<file path="src/rtl/lsu_mem_ctrl.sv">
// Load/store unit memory controller: RV32I byte/half/word accesses onto a
// single-ported word memory, with read-modify-write for sub-word stores.
module lsu_mem_ctrl #(
  parameter int unsigned DEPTH_WORDS = 32
) (
  input  logic        clk,
  input  logic        reset,
  input  logic        req_valid,
  output logic        req_ready,
  input  logic        req_we,
  input  logic [2:0]  req_funct3,
  input  logic [31:0] req_addr,
  input  logic [31:0] req_wdata,
  output logic        resp_valid,
  input  logic        resp_ready,
  output logic [31:0] resp_rdata,
  output logic        resp_err,
  output logic [31:0] mem_addr,
  output logic        mem_wr_en,
  output logic [31:0] mem_wr_data,
  output logic        mem_rd_en,
  input  logic [31:0] mem_rd_data
);

  localparam int unsigned IDX_W = 30;

  typedef enum logic [1:0] {S_IDLE, S_READ, S_WRITE, S_RESP} state_t;

  state_t      r_state, w_state_nxt;
  logic        r_we, w_we_nxt;
  logic [2:0]  r_funct3, w_funct3_nxt;
  logic [31:0] r_addr, w_addr_nxt;
  logic [31:0] r_wdata, w_wdata_nxt;
  logic        r_err, w_err_nxt;
  logic [31:0] r_rdata, w_rdata_nxt;

  logic             w_mis, w_f3_bad, w_oor, w_req_err;
  logic [IDX_W-1:0] w_idx;
  logic [31:0]      w_rd_shift, w_load, w_merge;

  // State and latched request
  always_ff @(posedge clk or posedge reset) begin
    if (reset) begin
      r_state  <= S_IDLE;
      r_we     <= 1'b0;
      r_funct3 <= 3'b000;
      r_addr   <= 32'd0;
      r_wdata  <= 32'd0;
      r_err    <= 1'b0;
      r_rdata  <= 32'd0;
    end else begin
      r_state  <= w_state_nxt;
      r_we     <= w_we_nxt;
      r_funct3 <= w_funct3_nxt;
      r_addr   <= w_addr_nxt;
      r_wdata  <= w_wdata_nxt;
      r_err    <= w_err_nxt;
      r_rdata  <= w_rdata_nxt;
    end
  end

  // Request legality, load extraction, sub-word merge, next state, outputs
  always_comb begin
    w_state_nxt  = r_state;
    w_we_nxt     = r_we;
    w_funct3_nxt = r_funct3;
    w_addr_nxt   = r_addr;
    w_wdata_nxt  = r_wdata;
    w_err_nxt    = r_err;
    w_rdata_nxt  = r_rdata;
    w_mis        = 1'b0;
    w_f3_bad     = 1'b0;

    w_idx = req_addr[31:2];
    w_oor = (w_idx >= IDX_W'(DEPTH_WORDS));
    case (req_funct3)
      3'b000: w_mis = 1'b0;
      3'b001: w_mis = req_addr[0];
      3'b010: w_mis = |req_addr[1:0];
      3'b100: w_f3_bad = req_we;
      3'b101: begin
        w_mis    = req_addr[0];
        w_f3_bad = req_we;
      end
      default: w_f3_bad = 1'b1;
    endcase
    w_req_err = w_mis | w_f3_bad | w_oor;

    w_rd_shift = mem_rd_data >> {r_addr[1:0], 3'b000};
    case (r_funct3)
      3'b000:  w_load = {{24{w_rd_shift[7]}}, w_rd_shift[7:0]};
      3'b100:  w_load = {24'd0, w_rd_shift[7:0]};
      3'b001:  w_load = {{16{w_rd_shift[15]}}, w_rd_shift[15:0]};
      3'b101:  w_load = {16'd0, w_rd_shift[15:0]};
      default: w_load = mem_rd_data;
    endcase

    w_merge = mem_rd_data;
    if (r_funct3[1:0] == 2'b00) w_merge[{r_addr[1:0], 3'b000} +: 8] = r_wdata[7:0];
    else                        w_merge[{r_addr[1], 4'b0000} +: 16] = r_wdata[15:0];

    case (r_state)
      S_IDLE: begin
        if (req_valid) begin
          w_we_nxt     = req_we;
          w_funct3_nxt = req_funct3;
          w_addr_nxt   = req_addr;
          w_wdata_nxt  = req_wdata;
          w_err_nxt    = w_req_err;
          w_rdata_nxt  = 32'd0;
          if (w_req_err)                         w_state_nxt = S_RESP;
          else if (req_we && req_funct3 == 3'b010) w_state_nxt = S_WRITE;
          else                                   w_state_nxt = S_READ;
        end
      end
      S_READ: begin
        if (r_we) begin
          w_wdata_nxt = w_merge;
          w_state_nxt = S_WRITE;
        end else begin
          w_rdata_nxt = w_load;
          w_state_nxt = S_RESP;
        end
      end
      S_WRITE: w_state_nxt = S_RESP;
      S_RESP:  if (resp_ready) w_state_nxt = S_IDLE;
      default: w_state_nxt = S_IDLE;
    endcase

    req_ready   = (r_state == S_IDLE);
    mem_rd_en   = (r_state == S_READ);
    mem_wr_en   = (r_state == S_WRITE);
    mem_addr    = (mem_rd_en || mem_wr_en) ? {2'b00, r_addr[31:2]} : 32'd0;
    mem_wr_data = mem_wr_en ? r_wdata : 32'd0;
    resp_valid  = (r_state == S_RESP);
    resp_rdata  = resp_valid ? r_rdata : 32'd0;
    resp_err    = resp_valid & r_err;
  end

endmodule
</file>
<file path="config.mk">
export PLATFORM = sky130hd
export DESIGN_NAME = lsu_mem_ctrl
export DESIGN_NICKNAME = d
export VERILOG_FILES = /design/src/rtl/lsu_mem_ctrl.sv
export SDC_FILE = /design/constraint.sdc
export NUM_CORES = 1
export LEC_CHECK = 0
export BUFFER_PORTS_ARGS = -buffer_cell sky130_fd_sc_hd__buf_2
export CAP_MARGIN = 20
export CORE_ASPECT_RATIO = 1.1
export CORE_UTILIZATION = 55
export DETAILED_ROUTE_END_ITERATION = 16
export PLACE_DENSITY = 0.95
export SETUP_SLACK_MARGIN = 0.15
export SLEW_MARGIN = 10
export SYNTH_ARGS = -nofsm -noshare
export SYNTH_HDL_FRONTEND = slang
export SYNTH_SLANG_ARGS = --single-unit
</file>
<file path="constraint.sdc">
create_clock -name clk -period 7.15 [get_ports clk]
set_input_delay 0.3575 -clock clk [delete_from_list [all_inputs] [get_ports clk]]
set_output_delay 0.3575 -clock clk [all_outputs]
set_load 0.005 [all_outputs]
</file>
## Word-level counts from Yosys, hierarchy flattened

Cells that the tools add are included.

| operators by class | value |
|---|---|
| add/subtract/negate cells | 2 |
| magnitude comparators | 1 |
| equality and inequality tests | 14 |
| shift operators | 5 |
| mux-type cells | 21 |
| bitwise logic cells | 3 |
| reduce and logical (&&, ||, !) cells | 15 |

Operators with widths:

| cell | count |
|---|---|
| $mux 32 | 7 |
| $pmux 32 s2 | 2 |
| $pmux 32 s4 | 1 |
| $bwmux 32 | 2 |
| $shift 16x7->32 const A | 1 |
| $shift 8x7->32 const A | 1 |
| $shiftx 16x7->32 | 1 |
| $shiftx 8x7->32 | 1 |
| $shr 32x5->16 | 1 |
| $ge 30x6->1 const B | 1 |
| $mux 30 | 1 |
| $neg 5->7 | 2 |
| $eq 3x3->1 const B | 4 |
| $mux 2 | 4 |
| $pmux 2 s4 | 1 |
| $eq 3x1->1 const B | 2 |
| $logic_not 3->1 | 2 |
| $reduce_and 3->1 | 2 |
| $reduce_or 2->1 | 3 |
| $eq 2x2->1 const B | 2 |
| $logic_not 2->1 | 2 |
| $ne 2x1->1 const B | 2 |
| $ne 2x2->1 const B | 2 |
| $pmux 1 s2 | 2 |
| other kinds (10) | 12 |

| word-level totals | value |
|---|---|
| register bits after elaboration | 103 |
| bits of input ports | 104 |
| word-level logic and storage cells | 68 |

## Depth between registers and ports, before layout

Gate-level depths: netlist (run 1).

| logic depth | value |
|---|---|
| word-level depth | 8 |
| depth in mapped cells | 9 |
| mapped depth without buffers | 6 |

## Worst setup path after synthesis (run 1)

Ideal clock, no wire load.

| timing | value |
|---|---|
| path kind | register -> register |
| start point | reg r_state[0] |
| end point | reg r_addr[0] |
| setup time | 0.125 ns |
| arrival time | 1.921 ns |
| slack | 5.104 ns |
| cell stages (with the launch flop) | 8 |
| path buffers | 3 |
| period minus slack after synthesis | 2.046 ns |
| path through | dfrtp_1 -> inv_1 -> ha_1 -> clkbuf_1 -> nand2_1 -> clkbuf_1 -> buf_1 -> mux2_2 |

| on the way | value |
|---|---|
| longest elaborated chain between the ends | 2 |

RTL lines:

| item | line | RTL |
|---|---|---|
| start: declaration | 29 | `state_t r_state, w_state_nxt;` |
| start signal: assignment | 52 | `r_state <= w_state_nxt;` |
| $logic_not 2->1 | n/a |  |
| net req_ready | 9 | `output logic req_ready,` |
| $reduce_and 2->1 (no source line) | n/a |  |
| end signal: assignment | 55 | `r_addr <= w_addr_nxt;` |
| end: declaration | 32 | `logic [31:0] r_addr, w_addr_nxt;` |

The timed path passes the listed nets, and every way through them passes these cells.
A chain may end at the register's enable or synchronous reset.

## Final worst setup path (run 1)

| timing | value |
|---|---|
| start point | reg r_state[1] |
| end point | reg r_wdata[6] |

| on the way | value |
|---|---|
| longest elaborated chain between the ends | 3 |
| elaborated cells on any way between the ends | 7 |

RTL lines:

| item | line | RTL |
|---|---|---|
| $eq 2x1->1 or $logic_not 2->1 (tied branches) | 102 | `case (r_state)` |
| $ne 2x1->1 (no source line), or another cell as far along | n/a |  |
| $reduce_and 3->1 (no source line) | n/a |  |
| end signal: assignment | 56 | `r_wdata <= w_wdata_nxt;` |
| end: declaration | 33 | `logic [31:0] r_wdata, w_wdata_nxt;` |

Several ways; a longest one is shown, not always the timed one.

==> results.yml, run 1 <==
outcome:
  status: "complete, but fails checks"
  violations: "hold timing"
timing:
  fin_crit_ns: 3.39
  final_max_slew_viol_count: 0
  max_freq_mhz: 295
  worst_clock_skew_ns: 0.0128
  post-route-period-util_pct: 47.5
  rsz0062_at_grt: "no"
  slew_headroom_pct: 31.5
  fin_setup_tns_ns: 0
  finalSetupViolCount: 0
  hold_ws_ns: -0.00582
  worst_pin_slew_ns: 1.02
  hold_violations: 9
critical_path:
  cp_max_fo: 33
  crit_path_end_kind: "flop"
  cpPeakStageDelay_ns: 0.99
  r2r_cells: 6
  cp_slowest_cell: "a211oi_1"
  rrSetupSlack_ns: 3.76
  cp_data_required_time_ns: 7.42
  start_kind: "flop"
  crit_chain: "inv_1, ha_1, inv_1, a211oi_1, a22oi_1, a21oi_1"
  crit_arrival_ns: 3.66
  r2r_end: "r_wdata[6]$_DFFE_PP0P_"
  reg2reg_from: "r_state[1]$_DFFE_PP0P_"
  cpMostUsedCell: "inv_1"
  path_class: "reg -> reg"
clock_network:
  postCtsHoldBufs: 0
  cts_htree_levels: 3
  cts_inserted_buffers: 9
  ctsResizeCount: 0
  cts_tree: "built"
  cts.path.max_buffers: 2
  clkLatencyLatePin_ns: 0.35
  cts_root_buf: "clkbuf_16"
  cts_sinks: 103
  clk_pin_slew_ns: 0.07
  postCtsSetupBuffers: 0
floorplan:
  coreArea_um2: 10400
  die_y_um: 110
  initial_core_util_pct: 56.5
  pin_count: 205
  die-area_um2: 11100
  std_cell_rows: 39
  die-width_um: 101
route:
  vias_per_cell: 6.08
  drt_iter0_markers: 428
  wl_um: 17400
  post-route-drc-count: 0
  wl_per_cell_um: 18.8
  vias: 5619
  first_pass_iters: 7
  postRouteAntennaNets: 0
power_and_ir_drop:
  p_seq_share_pct: 33.5
  swShare_pct: 41.6
  p_leak_nw: 3.54
  clkPwrFrac_pct: 15.8
  combPwrFrac_pct: 50.8
  p_switching_mw: 1.36
  vdd_drop_max_mv: 0.261
  power.internal_mw: 1.91
  p_per_area_nw_per_um2: 452
yosys:
  netlist_instances: 604
  synth.area.top_cells: "dfrtp_1, and2_1, mux2_2"
  yosysMostFrequentCell: "dfrtp_1"
  ys_warn_count: 0
  synth_edf_count: 0
  synth_top_cell_area_share_pct: 43.9
  ys_seq_area_share_pct: 43.9
  synth.distinct_cells: 49
  synth_seq_cells: 103
  async_flop_share_pct: 100
  synth_top_area_cell: "dfrtp_1"
  synthTopCellsByCount: "dfrtp_1, and2_1, a21oi_1"
  post_synth.cell_area_avg_um2: 9.73
  synth_ff_type: "dfrtp_1"
  syn_area_um2: 5880
place:
  gp_congestion: 0.944
  dp.cells: 907
  dp_hpwl_um: 12900
  io_buffers: 202
  dpl_cell_area_um2: 6910
final_layout:
  fin_area_um2: 7250
  fin_util_pct: 69.7
  fin_cells: 924
  diodes: 0
  area_growth_pct: 23.4
  drive_gt1_share_pct: 34.7
  final_nets: 889
global_route:
  grt_pass1_wl_um: 27600
  grt-ovfl-total: 0
  antenna_found_initial: 0
  grt.total_usage_pct: 32.1
  grt_max_degree: 74
  grt_pass1_vias: 5520
job:
  max_cap_violations: 0
worst_hold_path:
  hold_class: "in -> async"
==> per-stage QoR <==
stage | hold slack, ns | setup slack [ns] | total power [mW]
2_1_floorplan | 0.442 | 4.09 | 2.17
3_3_place_gp | 0.374 | 4.08 | 2.66
3_5_place_dp | 0.374 | 3.91 | 2.72
4_1_cts | 0.00598 | 3.89 | 3.25
5_1_grt | 0.0360 | 3.48 | 3.52
6_report | -0.00582 | 3.76 | 3.27
==> cell families after synthesis <==
logic type	Yosys count	synth area share, %
other	1	0.0638
adders and majority gates	9	1.92
and+or+nand+nor	202	18.8
AOI/OAI and AO/OA	177	21.0
DFF	103	43.9
buffers and inverters	57	3.96
muxes	55	10.4
==> area by class of cell <==
cell class	count	area (µm²)
fillers	788	3150
multi-input cells	445	3070
flip-flops and latches	103	2580
repair buffers	207	1070
clock buffers	9	225
well taps	143	179
clock inverters	7	86.3
inverters	10	40.0
==> power by group through the flow <==
| stage | Combinational (mW) | Sequential [mW] | Clock [mW] |
|---|---|---|---|
| global placement | 1.56 | 1.11 | 0 |
| CTS | 1.62 | 1.11 | 0.520 |
| finish | 1.66 | 1.10 | 0.516 |
| global route | 1.84 | 1.13 | 0.547 |
| floorplan | 1.19 | 0.982 | 0 |
| detailed placement | 1.61 | 1.11 | 0 |
==> per-layer routing <==
layer  vias up  track usage [%]  part of all wire [%]
met5         -                0                     0
met4         0             17.3                   4.9
met3        66             7.97                    10
met2       371             52.1                    48
met1      2650             38.9                    37
li1       2532                -                     -
==> worst max-delay path by stage <==
stage | from | end | slack [ns] | cells after the start
finish | r_state[1]$_DFFE_PP0P_ | r_wdata[6]$_DFFE_PP0P_ | 3.76 | 6
global route | r_state[1]$_DFFE_PP0P_ | r_wdata[4]$_DFFE_PP0P_ | 3.48 | 6
CTS | r_state[1]$_DFFE_PP0P_ | r_wdata[4]$_DFFE_PP0P_ | 3.89 | 6
detailed placement | r_state[1]$_DFFE_PP0P_ | r_wdata[0]$_DFFE_PP0P_ | 3.91 | 6
global placement | r_state[1]$_DFFE_PP0P_ | r_wdata[0]$_DFFE_PP0P_ | 4.08 | 6
floorplan | reset | r_addr[0]$_DFFE_PP0P_ | 4.09 | 1
==> critical path: cells and delay by family, from the launching register on <==
kind	cells	cell delay [ns]
AO/OA/AOI/OAI	3	1.38
adder cells (fa/ha/maj)	1	0.73
flip-flops	1	0.41
buffers and inverters	2	0.79
==> registers in the layout, summed over array words and instances, names as in the netlist <==
register and count:
r_state 2, r_err 1, r_rdata 32, r_we 1, r_wdata 32, r_funct3 3, r_addr 32
==> cell usage in the layout (no fill, tap or decap), drive strengths merged, types with 2 or more instances in the layout <==
| cell type | synthesis | routed |
|---|---|---|
| a211oi | 9 | 9 |
| a21o | 2 | 2 |
| a21oi | 49 | 49 |
| a221o | 24 | 24 |
| a221oi | 16 | 16 |
| a22o | 2 | 2 |
| a22oi | 17 | 17 |
| and2 | 97 | 97 |
| and3 | 2 | 2 |
| and4 | 2 | 2 |
| buf | 9 | 207 |
| clkbuf | 38 | 9 |
| conb | 1 | 2 |
| dfrtp | 103 | 103 |
| ha | 9 | 9 |
| inv | 10 | 14 |
| mux2 | 39 | 39 |
| mux2i | 15 | 15 |
| nand2 | 32 | 32 |
| nand2b | 7 | 7 |
| nand3 | 2 | 2 |
| nor2 | 39 | 39 |
| nor2b | 5 | 5 |
| nor3 | 4 | 4 |
| nor4 | 6 | 6 |
| nor4bb | 2 | 2 |
| o21ai | 33 | 33 |
| o2bb2ai | 6 | 6 |
| o31ai | 9 | 9 |
Power figures use the tool's default switching activity.
==> run 2: changes to the inputs <==
--- a/config.mk
+++ b/config.mk
@@ -8,9 +8,9 @@
 export BUFFER_PORTS_ARGS = -buffer_cell sky130_fd_sc_hd__buf_2
 export CAP_MARGIN = 20
 export CORE_ASPECT_RATIO = 1.1
-export CORE_UTILIZATION = 55
+export CORE_UTILIZATION = 51
 export DETAILED_ROUTE_END_ITERATION = 16
-export PLACE_DENSITY = 0.95
+export PLACE_DENSITY = 0.89
 export SETUP_SLACK_MARGIN = 0.15
 export SLEW_MARGIN = 10
 export SYNTH_ARGS = -nofsm -noshare
==> constraint.sdc (replaced) <==
create_clock -name clk -period 3.5 [get_ports clk]
set_input_delay 0.175 -clock clk [delete_from_list [all_inputs] [get_ports clk]]
set_output_delay 0.175 -clock clk [all_outputs]
set_load 0.005 [all_outputs]
==> run 2 against run 1 <==
Net effect:
- the run now ends clean
- count of clock-buffer cells in the layout grew 1
- die area grew 7.7%
- utilization shrank 3.5 points
- sequential share of layout area shrank 0.38 points
- critical path depth is the same
- combinational power grew 110%
- non-clock buffer count grew 7
- sequential power grew 100%
- global-route usage shrank 2.1 points
- power grew 110%
==> results.yml, run 2 (synthesis results as in run 1) <==
critical_path:
  crit_chain: "inv_1, ha_1, nor3b_1, o21ai_1, and2_1, a21oi_1"
  start_kind: "flop"
  r2r_cells: 6
  cp_max_fo: 23
  cp_data_required_time_ns: 3.72
  path_class: "reg -> reg"
  cpPeakStageDelay_ns: 0.78
  crit_path_end_kind: "flop"
  crit_arrival_ns: 2.74
  cp_slowest_cell: "dfrtp_1"
timing:
  worst_pin_slew_ns: 1.07
  worst_slack_ns: 0.979
  finalSetupViolCount: 0
  worst_clock_skew_ns: 0.00969
  hold_violations: 0
  rsz0062_at_grt: "no"
  slew_headroom_pct: 28.8
  post-route-period-util_pct: 72.0
  fin_setup_tns_ns: 0
  max_freq_mhz: 397
  final_max_slew_viol_count: 0
  fin_crit_ns: 2.52
  hold_ws_ns: 0.0596
place:
  dpl_cell_area_um2: 6960
  dp.cells: 917
  dp_hpwl_um: 13100
  gp_congestion: 0.947
  io_buffers: 202
  pre_cts_ws_ns: 1.06
final_layout:
  diodes: 0
  reg_top3: "r_addr (32), r_rdata (32), r_wdata (32)"
  final_cell_mix: "buf_2, dfrtp_1, and2_1"
  fill_cells: 913
  fin_util_pct: 66.2
  final_nets: 896
  fin_cells: 935
  drive_gt1_share_pct: 35.2
  area_growth_pct: 24.7
  fin_area_um2: 7330
  layout_commonest_cell: "buf_2"
clock_network:
  cts_htree_levels: 3
  clkLatencyLatePin_ns: 0.35
  cts_tree: "built"
  cts.path.max_buffers: 2
  ctsResizeCount: 0
  clk_pin_slew_ns: 0.07
  cts_sinks: 103
  cts_root_buf: "clkbuf_16"
  cts_inserted_buffers: 9
global_route:
  grt_pass1_vias: 5408
  antenna_found_initial: 0
  grt_max_degree: 91
  grt.total_usage_pct: 30.0
  grt_pass1_wl_um: 27800
  grt-ovfl-total: 0
power_and_ir_drop:
  combPwrFrac_pct: 50.4
  clkPwrFrac_pct: 16.4
  p_switching_mw: 2.78
  vdd_drop_max_mv: 0.494
  swShare_pct: 41.1
  p_seq_share_pct: 33.2
  power.total_mw: 6.77
  p_leak_nw: 3.59
  p_per_area_nw_per_um2: 924
  power.internal_mw: 3.99
route:
  post-route-drc-count: 0
  vias_per_cell: 6.00
  drt_iter0_markers: 470
  wl_um: 17800
  first_pass_iters: 5
  postRouteAntennaNets: 0
  wl_per_cell_um: 19.0
  vias: 5612
worst_hold_path:
  holdPathStages: 2
  hold_class: "in -> reg"
floorplan:
  initial_core_util_pct: 53.1
  die_y_um: 115
  pin_count: 205
  die-area_um2: 12000
  die-width_um: 104
  std_cell_rows: 40
  coreArea_um2: 11100
outcome:
  status: "finished, final reports clean"
job:
  max_cap_violations: 0
-- run 2: cell count changes in the layout (fill, tap and decap cells not counted), sizes merged --
cell         delta
dlygate4sd3     +1
clkinvlp        -1
clkinv          +1
clkbuf          +1
inv             -2
bufinv          +1
buf             +6
-- run 2: area by class of cell --
cell class | count | area [µm²] | share of cell area [%]
repair buffers | 214 | 1120 | 15.3
well taps | 147 | 184 | 2.51
flip-flops and latches | 103 | 2580 | 35.2
clock buffers | 10 | 239 | 3.26
multi-input cells | 445 | 3070 | 41.9
inverters | 10 | 40.0 | 0.546
clock inverters | 6 | 91.3 | 1.25
-- run 2: critical path: cells and delay by family, from the launching register on --
family                     cells  cell delay, ns
AOI/OAI and AO/OA              2            0.57
buffers and inverters          1            0.30
and+or+nand+nor                2            0.48
DFF                            1            0.78
adders and majority gates      1            0.27
-- run 2: worst paths after layout --
| path | startpoint | to | slack [ns] |
|---|---|---|---|
| min in group asynchronous | reset | r_addr[5]$_DFFE_PP0P_ | 0.35 |
| min | req_addr[2] | r_addr[2]$_DFFE_PP0P_ | 0.06 |
| max reg2reg | r_addr[0]$_DFFE_PP0P_ | r_wdata[3]$_DFFE_PP0P_ | 0.98 |
| max | r_addr[0]$_DFFE_PP0P_ | r_wdata[3]$_DFFE_PP0P_ | 0.98 |
| max in group asynchronous | reset | r_wdata[30]$_DFFE_PP0P_ | 2.35 |
| min reg2reg | r_err$_DFFE_PP0P_ | r_err$_DFFE_PP0P_ | 0.48 |
-- run 2: what timing repair did --
item,4_1_cts,5_1_grt
hold buffers,0,1
buffers inserted,0,0
endpoints found under the hold margin,0,22
-- run 2: power by group through the flow --
stage | sequential (mW) | clock (mW) | combinational, mW
after floorplan | 2.01 | 0 | 2.44
after global placement | 2.22 | 0 | 3.29
after detailed placement | 2.24 | 0 | 3.38
after CTS | 2.22 | 1.12 | 3.40
after global routing | 2.31 | 1.18 | 3.75
final | 2.25 | 1.11 | 3.41
-- run 2: layer usage --
metal / global-route usage (%) / part of all wire [%] / vias up / wire length [µm]
met1: 35.0 / 38 / 2640 / 6720
met2: 50.5 / 47 / 366 / 8450
li1: - / - / 2544 / -
met5: 0 / 0 / - / 0
met3: 8.31 / 10 / 62 / 1850
met4: 16.0 / 4.4 / 0 / 782
